**config.mk**
```make
export PLATFORM = sky130hd
export DESIGN_NAME = fsm_input_conditioner
export DESIGN_NICKNAME = d
export VERILOG_FILES = /design/src/rtl/fsm_input_conditioner_pkg.sv /design/src/rtl/fsm_input_conditioner_debounce_bit.sv /design/src/rtl/fsm_input_conditioner.sv
export SDC_FILE = /design/constraint.sdc
export NUM_CORES = 1
export LEC_CHECK = 0
export CORE_MARGIN = 8
export CORE_UTILIZATION = 39
export CTS_CLUSTER_DIAMETER = 60
export DETAILED_ROUTE_END_ITERATION = 12
export PLACE_DENSITY = 0.58
export SLEW_MARGIN = 40
export SYNTH_ARGS = -nofsm -noshare
export SYNTH_HDL_FRONTEND = slang
export SYNTH_SLANG_ARGS = --single-unit
```
**constraint.sdc**
```tcl
create_clock -name clk -period 4 [get_ports clk]
set_input_delay 0.4 -clock clk [delete_from_list [all_inputs] [get_ports clk]]
set_output_delay 0.4 -clock clk [all_outputs]
set_load 0.005 [all_outputs]
```
**src/rtl/fsm_input_conditioner_pkg.sv**
```systemverilog
// Shared types and constants for the switch-controlled FSM input front-end.
package fsm_io_pkg;

  // Debounce state of the push-button.
  typedef enum logic [1:0] {
    IDLE         = 2'd0,
    PRESS_WAIT   = 2'd1,
    HELD         = 2'd2,
    RELEASE_WAIT = 2'd3
  } key_state_e;

  // Defaults sized for a board clock in the tens of MHz.
  localparam int unsigned DEF_DEBOUNCE_CYCLES = 1000000;
  localparam int unsigned DEF_NUM_SW          = 5;

  // Slide-switch roles as seen by the downstream FSM.
  localparam int unsigned SW_RESET = 0;  // synchronous return-to-state-0
  localparam int unsigned SW_1     = 1;
  localparam int unsigned SW_2     = 2;
  localparam int unsigned SW_3     = 3;
  localparam int unsigned SW_4     = 4;

  // Converts a raw key level into 1 = pressed.
  function automatic logic key_pressed(input logic raw, input bit active_low);
    return active_low ? ~raw : raw;
  endfunction

endpackage

```
**src/rtl/fsm_input_conditioner_debounce_bit.sv**
```systemverilog
// One slide switch: two-flop synchroniser followed by a stable-sample counter.
// The clean level only updates after DEBOUNCE_CYCLES consecutive samples that
// disagree with it; any agreeing sample restarts the count.
module debounce_bit #(
  parameter int unsigned DEBOUNCE_CYCLES = 8
) (
  input  logic clk,
  input  logic rst,
  input  logic i_raw,
  output logic o_clean,
  output logic o_changed
);

  localparam int unsigned CNT_W = $clog2(DEBOUNCE_CYCLES);
  localparam logic [CNT_W-1:0] CNT_TERM = CNT_W'(DEBOUNCE_CYCLES - 1);

  logic             r_meta;
  logic             r_sync;
  logic             r_clean;
  logic             r_changed;
  logic [CNT_W-1:0] r_cnt;

  // Bring the asynchronous switch level into the clk domain.
  always_ff @(posedge clk or posedge rst) begin
    if (rst) begin
      r_meta <= 1'b0;
      r_sync <= 1'b0;
    end else begin
      r_meta <= i_raw;
      r_sync <= r_meta;
    end
  end

  // Count disagreeing samples; accept the new level at the terminal count.
  always_ff @(posedge clk or posedge rst) begin
    if (rst) begin
      r_cnt     <= '0;
      r_clean   <= 1'b0;
      r_changed <= 1'b0;
    end else if (r_sync != r_clean) begin
      if (r_cnt == CNT_TERM) begin
        r_clean   <= r_sync;
        r_cnt     <= '0;
        r_changed <= 1'b1;
      end else begin
        r_cnt     <= r_cnt + 1'b1;
        r_changed <= 1'b0;
      end
    end else begin
      r_cnt     <= '0;
      r_changed <= 1'b0;
    end
  end

  assign o_clean   = r_clean;
  assign o_changed = r_changed;

endmodule

```
**src/rtl/fsm_input_conditioner.sv**
```systemverilog
// Input conditioner for the five-state FSM: synchronises and debounces the
// push-button into a single-cycle step pulse plus a held level, and debounces
// the slide switches into clean levels with per-bit change pulses.
module fsm_input_conditioner
  import fsm_io_pkg::*;
#(
  parameter int unsigned DEBOUNCE_CYCLES = DEF_DEBOUNCE_CYCLES,
  parameter int unsigned NUM_SW          = DEF_NUM_SW,
  parameter bit          KEY_ACTIVE_LOW  = 1'b1
) (
  input  logic              clk,
  input  logic              rst,
  input  logic              key_raw,
  input  logic [NUM_SW-1:0] sw_raw,
  output logic              step,
  output logic              key_held,
  output logic [NUM_SW-1:0] sw_clean,
  output logic [NUM_SW-1:0] sw_changed
);

  localparam int unsigned CNT_W = $clog2(DEBOUNCE_CYCLES);
  localparam logic [CNT_W-1:0] CNT_TERM = CNT_W'(DEBOUNCE_CYCLES - 1);
  localparam logic KEY_RELEASED_RAW = KEY_ACTIVE_LOW;

  logic             r_key_meta;
  logic             r_key_sync;
  logic             w_key_s;

  key_state_e       r_state;
  key_state_e       w_state_nxt;
  logic [CNT_W-1:0] r_cnt;
  logic [CNT_W-1:0] w_cnt_nxt;
  logic             r_step;
  logic             w_step_nxt;
  logic             r_held;
  logic             w_held_nxt;

  logic [NUM_SW-1:0] w_sw_clean;
  logic [NUM_SW-1:0] w_sw_changed;

  // Key synchroniser; resets to the released level so no false press appears.
  always_ff @(posedge clk or posedge rst) begin
    if (rst) begin
      r_key_meta <= KEY_RELEASED_RAW;
      r_key_sync <= KEY_RELEASED_RAW;
    end else begin
      r_key_meta <= key_raw;
      r_key_sync <= r_key_meta;
    end
  end

  assign w_key_s = key_pressed(r_key_sync, KEY_ACTIVE_LOW);

  // Key FSM state, counter and registered outputs.
  always_ff @(posedge clk or posedge rst) begin
    if (rst) begin
      r_state <= IDLE;
      r_cnt   <= '0;
      r_step  <= 1'b0;
      r_held  <= 1'b0;
    end else begin
      r_state <= w_state_nxt;
      r_cnt   <= w_cnt_nxt;
      r_step  <= w_step_nxt;
      r_held  <= w_held_nxt;
    end
  end

  // Key FSM next-state logic; step fires only on the PRESS_WAIT -> HELD edge.
  always_comb begin
    w_state_nxt = r_state;
    w_cnt_nxt   = r_cnt;
    w_step_nxt  = 1'b0;
    w_held_nxt  = r_held;
    unique case (r_state)
      IDLE: begin
        if (w_key_s) begin
          w_state_nxt = PRESS_WAIT;
          w_cnt_nxt   = CNT_W'(1);
        end else begin
          w_cnt_nxt   = '0;
        end
      end
      PRESS_WAIT: begin
        if (!w_key_s) begin
          w_state_nxt = IDLE;
          w_cnt_nxt   = '0;
        end else if (r_cnt == CNT_TERM) begin
          w_state_nxt = HELD;
          w_cnt_nxt   = '0;
          w_step_nxt  = 1'b1;
          w_held_nxt  = 1'b1;
        end else begin
          w_cnt_nxt   = r_cnt + 1'b1;
        end
      end
      HELD: begin
        if (!w_key_s) begin
          w_state_nxt = RELEASE_WAIT;
          w_cnt_nxt   = CNT_W'(1);
        end else begin
          w_cnt_nxt   = '0;
        end
      end
      RELEASE_WAIT: begin
        if (w_key_s) begin
          w_state_nxt = HELD;
          w_cnt_nxt   = '0;
        end else if (r_cnt == CNT_TERM) begin
          w_state_nxt = IDLE;
          w_cnt_nxt   = '0;
          w_held_nxt  = 1'b0;
        end else begin
          w_cnt_nxt   = r_cnt + 1'b1;
        end
      end
      default: begin
        w_state_nxt = IDLE;
        w_cnt_nxt   = '0;
        w_held_nxt  = 1'b0;
      end
    endcase
  end

  for (genvar g = 0; g < NUM_SW; g++) begin : g_sw
    debounce_bit #(
      .DEBOUNCE_CYCLES(DEBOUNCE_CYCLES)
    ) u_debounce_bit (
      .clk      (clk),
      .rst      (rst),
      .i_raw    (sw_raw[g]),
      .o_clean  (w_sw_clean[g]),
      .o_changed(w_sw_changed[g])
    );
  end

  assign step       = r_step;
  assign key_held   = r_held;
  assign sw_clean   = w_sw_clean;
  assign sw_changed = w_sw_changed;

endmodule

```
==> impl_metrics.toml, run 1 <==
[run_status]
status = "finished, final reports clean"

[cells_and_area]
stdcell_count = 937
layout.nets = 709
drive_above_1_share_pct = 9.18
syn_to_final_growth_pct = 13.9
diodes = 0

[detailed_routing]
wl_um = 13400
drtIter0Drc = 299
avgViaCountPerCell = 5.33
dr.pass1.iters = 4
drt-wirelength-per-cell_um = 14.3
drc_errors = 0
ant_nets = 0
via_count = 4994

[placement]
dpl.cell_count = 904
place.gp.congestion = 0.809
dp_slack_ps = 1690
place_hpwl_um = 8790
portBuffers = 19

[global_routing]
grt_overflow = 0
grt_pass1_wl_um = 23600
grt_max_degree = 89
grt_pass1_vias = 5081
grt.met3_usage_pct = 3.11
grtUsageMet1_pct = 15.7
gr-usage-met2_pct = 21.3
grt_usage_pct = 13.0
grt_busiest_layer = "met2"
antenna_found_initial = 0

[setup_path]
critPathCapture = "r_cnt[16]"
end_kind = "flip-flop"
r2r_cells = 4
r2r_start = "r_cnt[6]"
cp_cell_sequence = "or4b_4 > nor4_4 > a211o_1 > nor2_1"
r2r_end = "r_cnt[16]"
crit_fanout = 19
cp-start-kind = "flip-flop"
worstSetupPathType = "flip-flop to flip-flop"
cp.arrival_ps = 2600
regToRegSetupSlack_ps = 1670
critPathSlowestCell = "a211o_1"
crit_start = "r_cnt[6]"
required_ps = 4270
slowest_delay_ps = 600

[timing]
max_slew_margin_pct = 58.1
finalSetupViolCount = 0
period_minus_slack_ps = 2330
fmax_mhz = 430
worst_pin_slew_ps = 625
finalClockSkew_ps = 6.47
rsz0062_at_grt = "no"
setup_ws_ps = 1670
hold_viol_final = 0
fin_crit_sh_pct = 58.2
slew_viol_final = 0
tns_ps = 0

[die]
die_h_um = 150
die-area_um2 = 22400
start_util_pct = 39.2
rows = 49
core_area_um2 = 17800
pin_count = 20
die_w_um = 150

[logic_synthesis]
synth_top_family_by_area = "simple AND/OR/NAND/NOR gates"
synth_ff_type = "dfrtp_1"
yosysWarnings = 0
synthMuxAreaShare_pct = 0.951
syn_inst = 684
synth_edf_count = 0
yosysUniqueCellTypes = 48
synth_seq_cells = 146
synthArstFlopShare_pct = 100
synthTopCellsByCount = "dfrtp_1, nor2_1, xor2_1"
synth-compound-area-share_pct = 6.46
synth_area_leaders = "dfrtp_1, xor2_1, nor2_1, xnor2_1, nand3_1"
synthXorXnorAreaFrac_pct = 10.6
synth.most_common_cell = "dfrtp_1"
synthAdderAreaFrac_pct = 1.08
synth_top_area_share_pct = 51.7
syn_avg_cell_area_um2 = 10.2
syn_nets = 698
synth_top_area_cell = "dfrtp_1"
netlist_area_um2 = 6970
synthSimpleGateAreaFrac_pct = 24.4
synth_seq_area_share_pct = 52.4

[power]
leakage_nw = 3.18
irDropWorstVdd_uv = 329
p_per_area_nw_per_um2 = 397

[cts]
root_buffer = "clkbuf_16"
numCtsBuffers = 17
ctsResizeCount = 0
path_clk_slew_ps = 60
htree_levels = 4
clock-sinks = 146
cts_tree = "yes"
holdBufCountCts = 0
post-cts-setup-buffer-count = 0
clock_path_buffers = 2
clk_latency_ps = 420

[hold_path]
hold_class = "flip-flop to flip-flop"

[flow_run]
drv_cap = 0
## sequential cells by signal, indices dropped and copies added (netlist names), named ones only
| name | cells |
|---|---|
| r_key_sync | 1 |
| g_sw.u_debounce_bit.o_clean | 5 |
| key_held | 1 |
| g_sw.u_debounce_bit.r_meta | 5 |
| step | 1 |
| g_sw.u_debounce_bit.r_cnt | 100 |
| g_sw.u_debounce_bit.o_changed | 5 |
| r_cnt | 20 |
| g_sw.u_debounce_bit.r_sync | 5 |
| r_key_meta | 1 |
| r_state | 1 |
## cell families after synthesis
group,Yosys count
AND/OR/NAND/NOR,311
flip-flops,146
XOR/XNOR,84
AO/OA/AOI/OAI,71
buffers and inverters,60
multiplexers,6
adder cells (fa/ha/maj),6
## final cells by class
| cell class | instances | area (um2) |
|---|---|---|
| Clock buffer | 19 | 443 |
| Timing Repair Buffer | 26 | 259 |
| Tap cell | 229 | 287 |
| Multi-Input combinational cell | 478 | 3060 |
| Inverter | 26 | 101 |
| Sequential cell | 146 | 3660 |
| Fill cell | 1748 | 9840 |
| Clock inverter | 13 | 138 |
## worst max-delay path: cells and delay by family (launching register included)
family | cells | cell delay, ps
AO/OA/AOI/OAI | 1 | 600
flip-flops | 1 | 460
AND/OR/NAND/NOR | 3 | 1120
## cells in the final DEF (no fill, tap or decap), types with 2 or more instances in the layout
cell type        netlist  routed
a21oi_1               30      30
and2_1                 8       8
and3_1                 8       8
and4_1                11      11
buf_4                 12       5
bufinv_16              0       2
clkbuf_16              0      17
clkdlybuf4s50_1        0      19
clkinv_2               0       3
clkinv_4               0       2
clkinvlp_4             0       7
dfrtp_1              144     144
dfstp_2                2       2
ha_1                   6       6
inv_1                 26      25
mux2_2                 5       5
nand2_1               33      33
nand3_1               44      44
nand4_1               28      28
nand4_2                2       2
nor2_1                93      93
nor3_1                15      15
nor4_1                14      13
nor4b_1               10      10
o21ai_0               12      12
o31ai_1               19      15
o31ai_2                0       4
or2_2                  2       2
or3_1                 14      14
or4_1                 15      15
or4b_1                 5       5
or4b_4                 2       2
xnor2_1               33      33
xor2_1                51      51
## stage by stage
stage / area, um2 / util, % / hold slack (ps) / total power, mW
after floorplan: 6980 / - / 331 / 1.61
after global placement: 7340 / 41.3 / 337 / 1.64
after detailed placement: 7340 / 41.3 / 337 / 1.64
after CTS: 7920 / 44.6 / 350 / 3.20
after global routing: 7940 / 44.7 / 360 / 3.27
final: 7940 / 44.7 / 347 / 3.16
## report_power, final
group / internal [mW] / switching (mW) / total [mW] / leakage (nW)
Clock: 0.930 / 0.610 / 1.54 / 0.267
Sequential: 1.50 / 0.0166 / 1.52 / 1.99
Combinational: 0.0311 / 0.0700 / 0.101 / 0.921
Total: 2.46 / 0.696 / 3.16 / 3.18
## worst min-delay path by stage
stage               slack, ps                           from  depth (start not counted)                             to
global route              360  g_sw[1].u_debounce_bit.r_meta                          0  g_sw[1].u_debounce_bit.r_sync
floorplan                 330  g_sw[0].u_debounce_bit.r_meta                          0  g_sw[0].u_debounce_bit.r_sync
detailed placement        340  g_sw[1].u_debounce_bit.r_meta                          0  g_sw[1].u_debounce_bit.r_sync
global placement          340  g_sw[1].u_debounce_bit.r_meta                          0  g_sw[1].u_debounce_bit.r_sync
finish                    350  g_sw[1].u_debounce_bit.r_meta                          0  g_sw[1].u_debounce_bit.r_sync
CTS                       350  g_sw[1].u_debounce_bit.r_meta                          0  g_sw[1].u_debounce_bit.r_sync
## routing by layer
metal  wire (um)  vias to the layer above
met1        6120                     2502
met3         403                       17
li1            -                     2424
met4         271                        0
met5           0                        -
met2        6580                       51
No activity file was read; power rests on OpenSTA's default activity.
==> run 2: changes to the inputs <==
==> constraint.sdc (replaced) <==
create_clock -name clk -period 1.9 [get_ports clk]
set_input_delay 0.19 -clock clk [delete_from_list [all_inputs] [get_ports clk]]
set_output_delay 0.19 -clock clk [all_outputs]
set_load 0.005 [all_outputs]
==> run 2 against run 1 <==
  * Total power grew 130%
  * Flip-flop and latch count is the same
  * Worst hold slack lost 250 ps
  * Sequential power grew 110%
  * Register-to-register slack lost 1600 ps
  * Clock power grew 140%
  * First-iteration DRC count shrank 23%
  * Cell area grew 5.9%
  * Clock skew grew 1.2 ps
  * Core utilization grew 2.6 points
  * Fmax grew 27%
  * Non-clock buffer count grew 37
  * Critical endpoint is now g_sw[2].u_debounce_bit.r_cnt[18]
==> impl_metrics.toml, run 2 (same netlist as run 1, synthesis figures left out) <==
[cts]
cts_tree = "yes"
clock-sinks = 146
ctsResizeCount = 0
clock_path_buffers = 2
numCtsBuffers = 17
holdBufCountCts = 0
post-cts-setup-buffer-count = 0
path_clk_slew_ps = 60
clk_latency_ps = 410
root_buffer = "clkbuf_16"
htree_levels = 4

[cells_and_area]
layout.nets = 746
syn_to_final_growth_pct = 20.6
biggestRegsByFlops = "g_sw.u_debounce_bit.r_cnt (100), r_cnt (20)"
layout_common_cells = "dfrtp_1, nor2_1, xor2_1"
final_area_um2 = 8410
final_common_cell = "dfrtp_1"
post-route-util_pct = 47.3
top_register = "g_sw.u_debounce_bit.r_cnt"
diodes = 0
drive_above_1_share_pct = 15.6
largest_register_ffs = 100

[placement]
portBuffers = 19
dpl_cell_area_um2 = 7670
place_hpwl_um = 9380
place.gp.congestion = 0.788
dp_slack_ps = 17.3

[global_routing]
grt_pass1_vias = 5229
antenna_found_initial = 0
grt_usage_pct = 12.8
grt.met3_usage_pct = 2.87
grtUsageMet1_pct = 15.5
grt_pass1_wl_um = 23600
grt_overflow = 0
grt_max_degree = 46
grt_busiest_layer = "met2"
gr-usage-met2_pct = 21.3

[detailed_routing]
drc_errors = 0
ant_nets = 0
drtIter0Drc = 230
avgViaCountPerCell = 5.24
via_count = 5100
dr.pass1.iters = 4
drt-wirelength-per-cell_um = 13.5
wl_um = 13100

[die]
start_util_pct = 39.2
die_h_um = 150
die-area_um2 = 22400
pin_count = 20
die_w_um = 150
rows = 49
core_area_um2 = 17800

[setup_path]
critPathSlowestCell = "or3_4"
end_kind = "flip-flop"
r2r_cells = 5
crit_fanout = 5
cp-start-kind = "flip-flop"
cp.arrival_ps = 2160
worstSetupPathType = "flip-flop to flip-flop"
cp_cell_sequence = "ha_2 > nand3_2 > or3_4 > or4_1 > a21oi_1"
slowest_delay_ps = 430
required_ps = 2240

[timing]
fin_crit_sh_pct = 96.0
fmax_mhz = 548
max_slew_margin_pct = 68.2
rsz0062_at_grt = "yes"
worst_pin_slew_ps = 472
period_minus_slack_ps = 1820
slew_viol_final = 0
finalSetupViolCount = 0
tns_ps = 0
hold_viol_final = 0
finalClockSkew_ps = 7.65
setup_ws_ps = 75.2

[power]
power.total_mw = 7.12
p_per_area_nw_per_um2 = 846
irDropWorstVdd_uv = 679
leakage_nw = 3.43

[run_status]
status = "finished, final reports clean"

[flow_run]
drv_cap = 0

[hold_path]
hold_class = "input port to async pin"
run 2: area by class of cell:
cell class	instances	area, um2
clock buffers	19	453
fillers	1607	9370
flip-flops and latches	146	3660
inverters	26	101
multi-input cells	478	3120
well taps	229	287
clock inverters	13	205
repair buffers	63	584
run 2: stage by stage:
stage,cells,hold slack (ps)
floorplan,684,194
finish,974,97.5
global route,974,131
detailed placement,941,337
global placement,941,333
CTS,973,85.1
run 2: path summary, 6_finish.rpt:
check / from / slack, ps / to
min reg2reg: g_sw[1].u_debounce_bit.r_meta / 340 / g_sw[1].u_debounce_bit.r_sync
min in group clk: key_raw / 180 / r_key_meta
min: rst / 100 / g_sw[2].u_debounce_bit.o_changed
max reg2reg: g_sw[2].u_debounce_bit.r_cnt[0] / 80 / g_sw[2].u_debounce_bit.r_cnt[18]
max: g_sw[2].u_debounce_bit.r_cnt[0] / 80 / g_sw[2].u_debounce_bit.r_cnt[18]
max in group asynchronous: rst / 1120 / r_cnt[16]
run 2: power by group:
group	switching, mW	internal [mW]
logic	0.150	0.0975
registers	0.0354	3.15
clock network	1.28	2.40
total	1.47	5.65
run 2: metal layers:
metal,share of wire (%),vias up
li1,-,2507
met2,50,54
met1,46,2521
met3,2.1,18
met5,0,-
met4,1.6,0
run 2: critical path, delay by kind of cell, from the launching register on:
kind / cells / cell delay [ps]
flip-flops: 1 / 400
AND/OR/NAND/NOR: 3 / 970
AO/OA/AOI/OAI: 1 / 160
adder cells (fa/ha/maj): 1 / 220
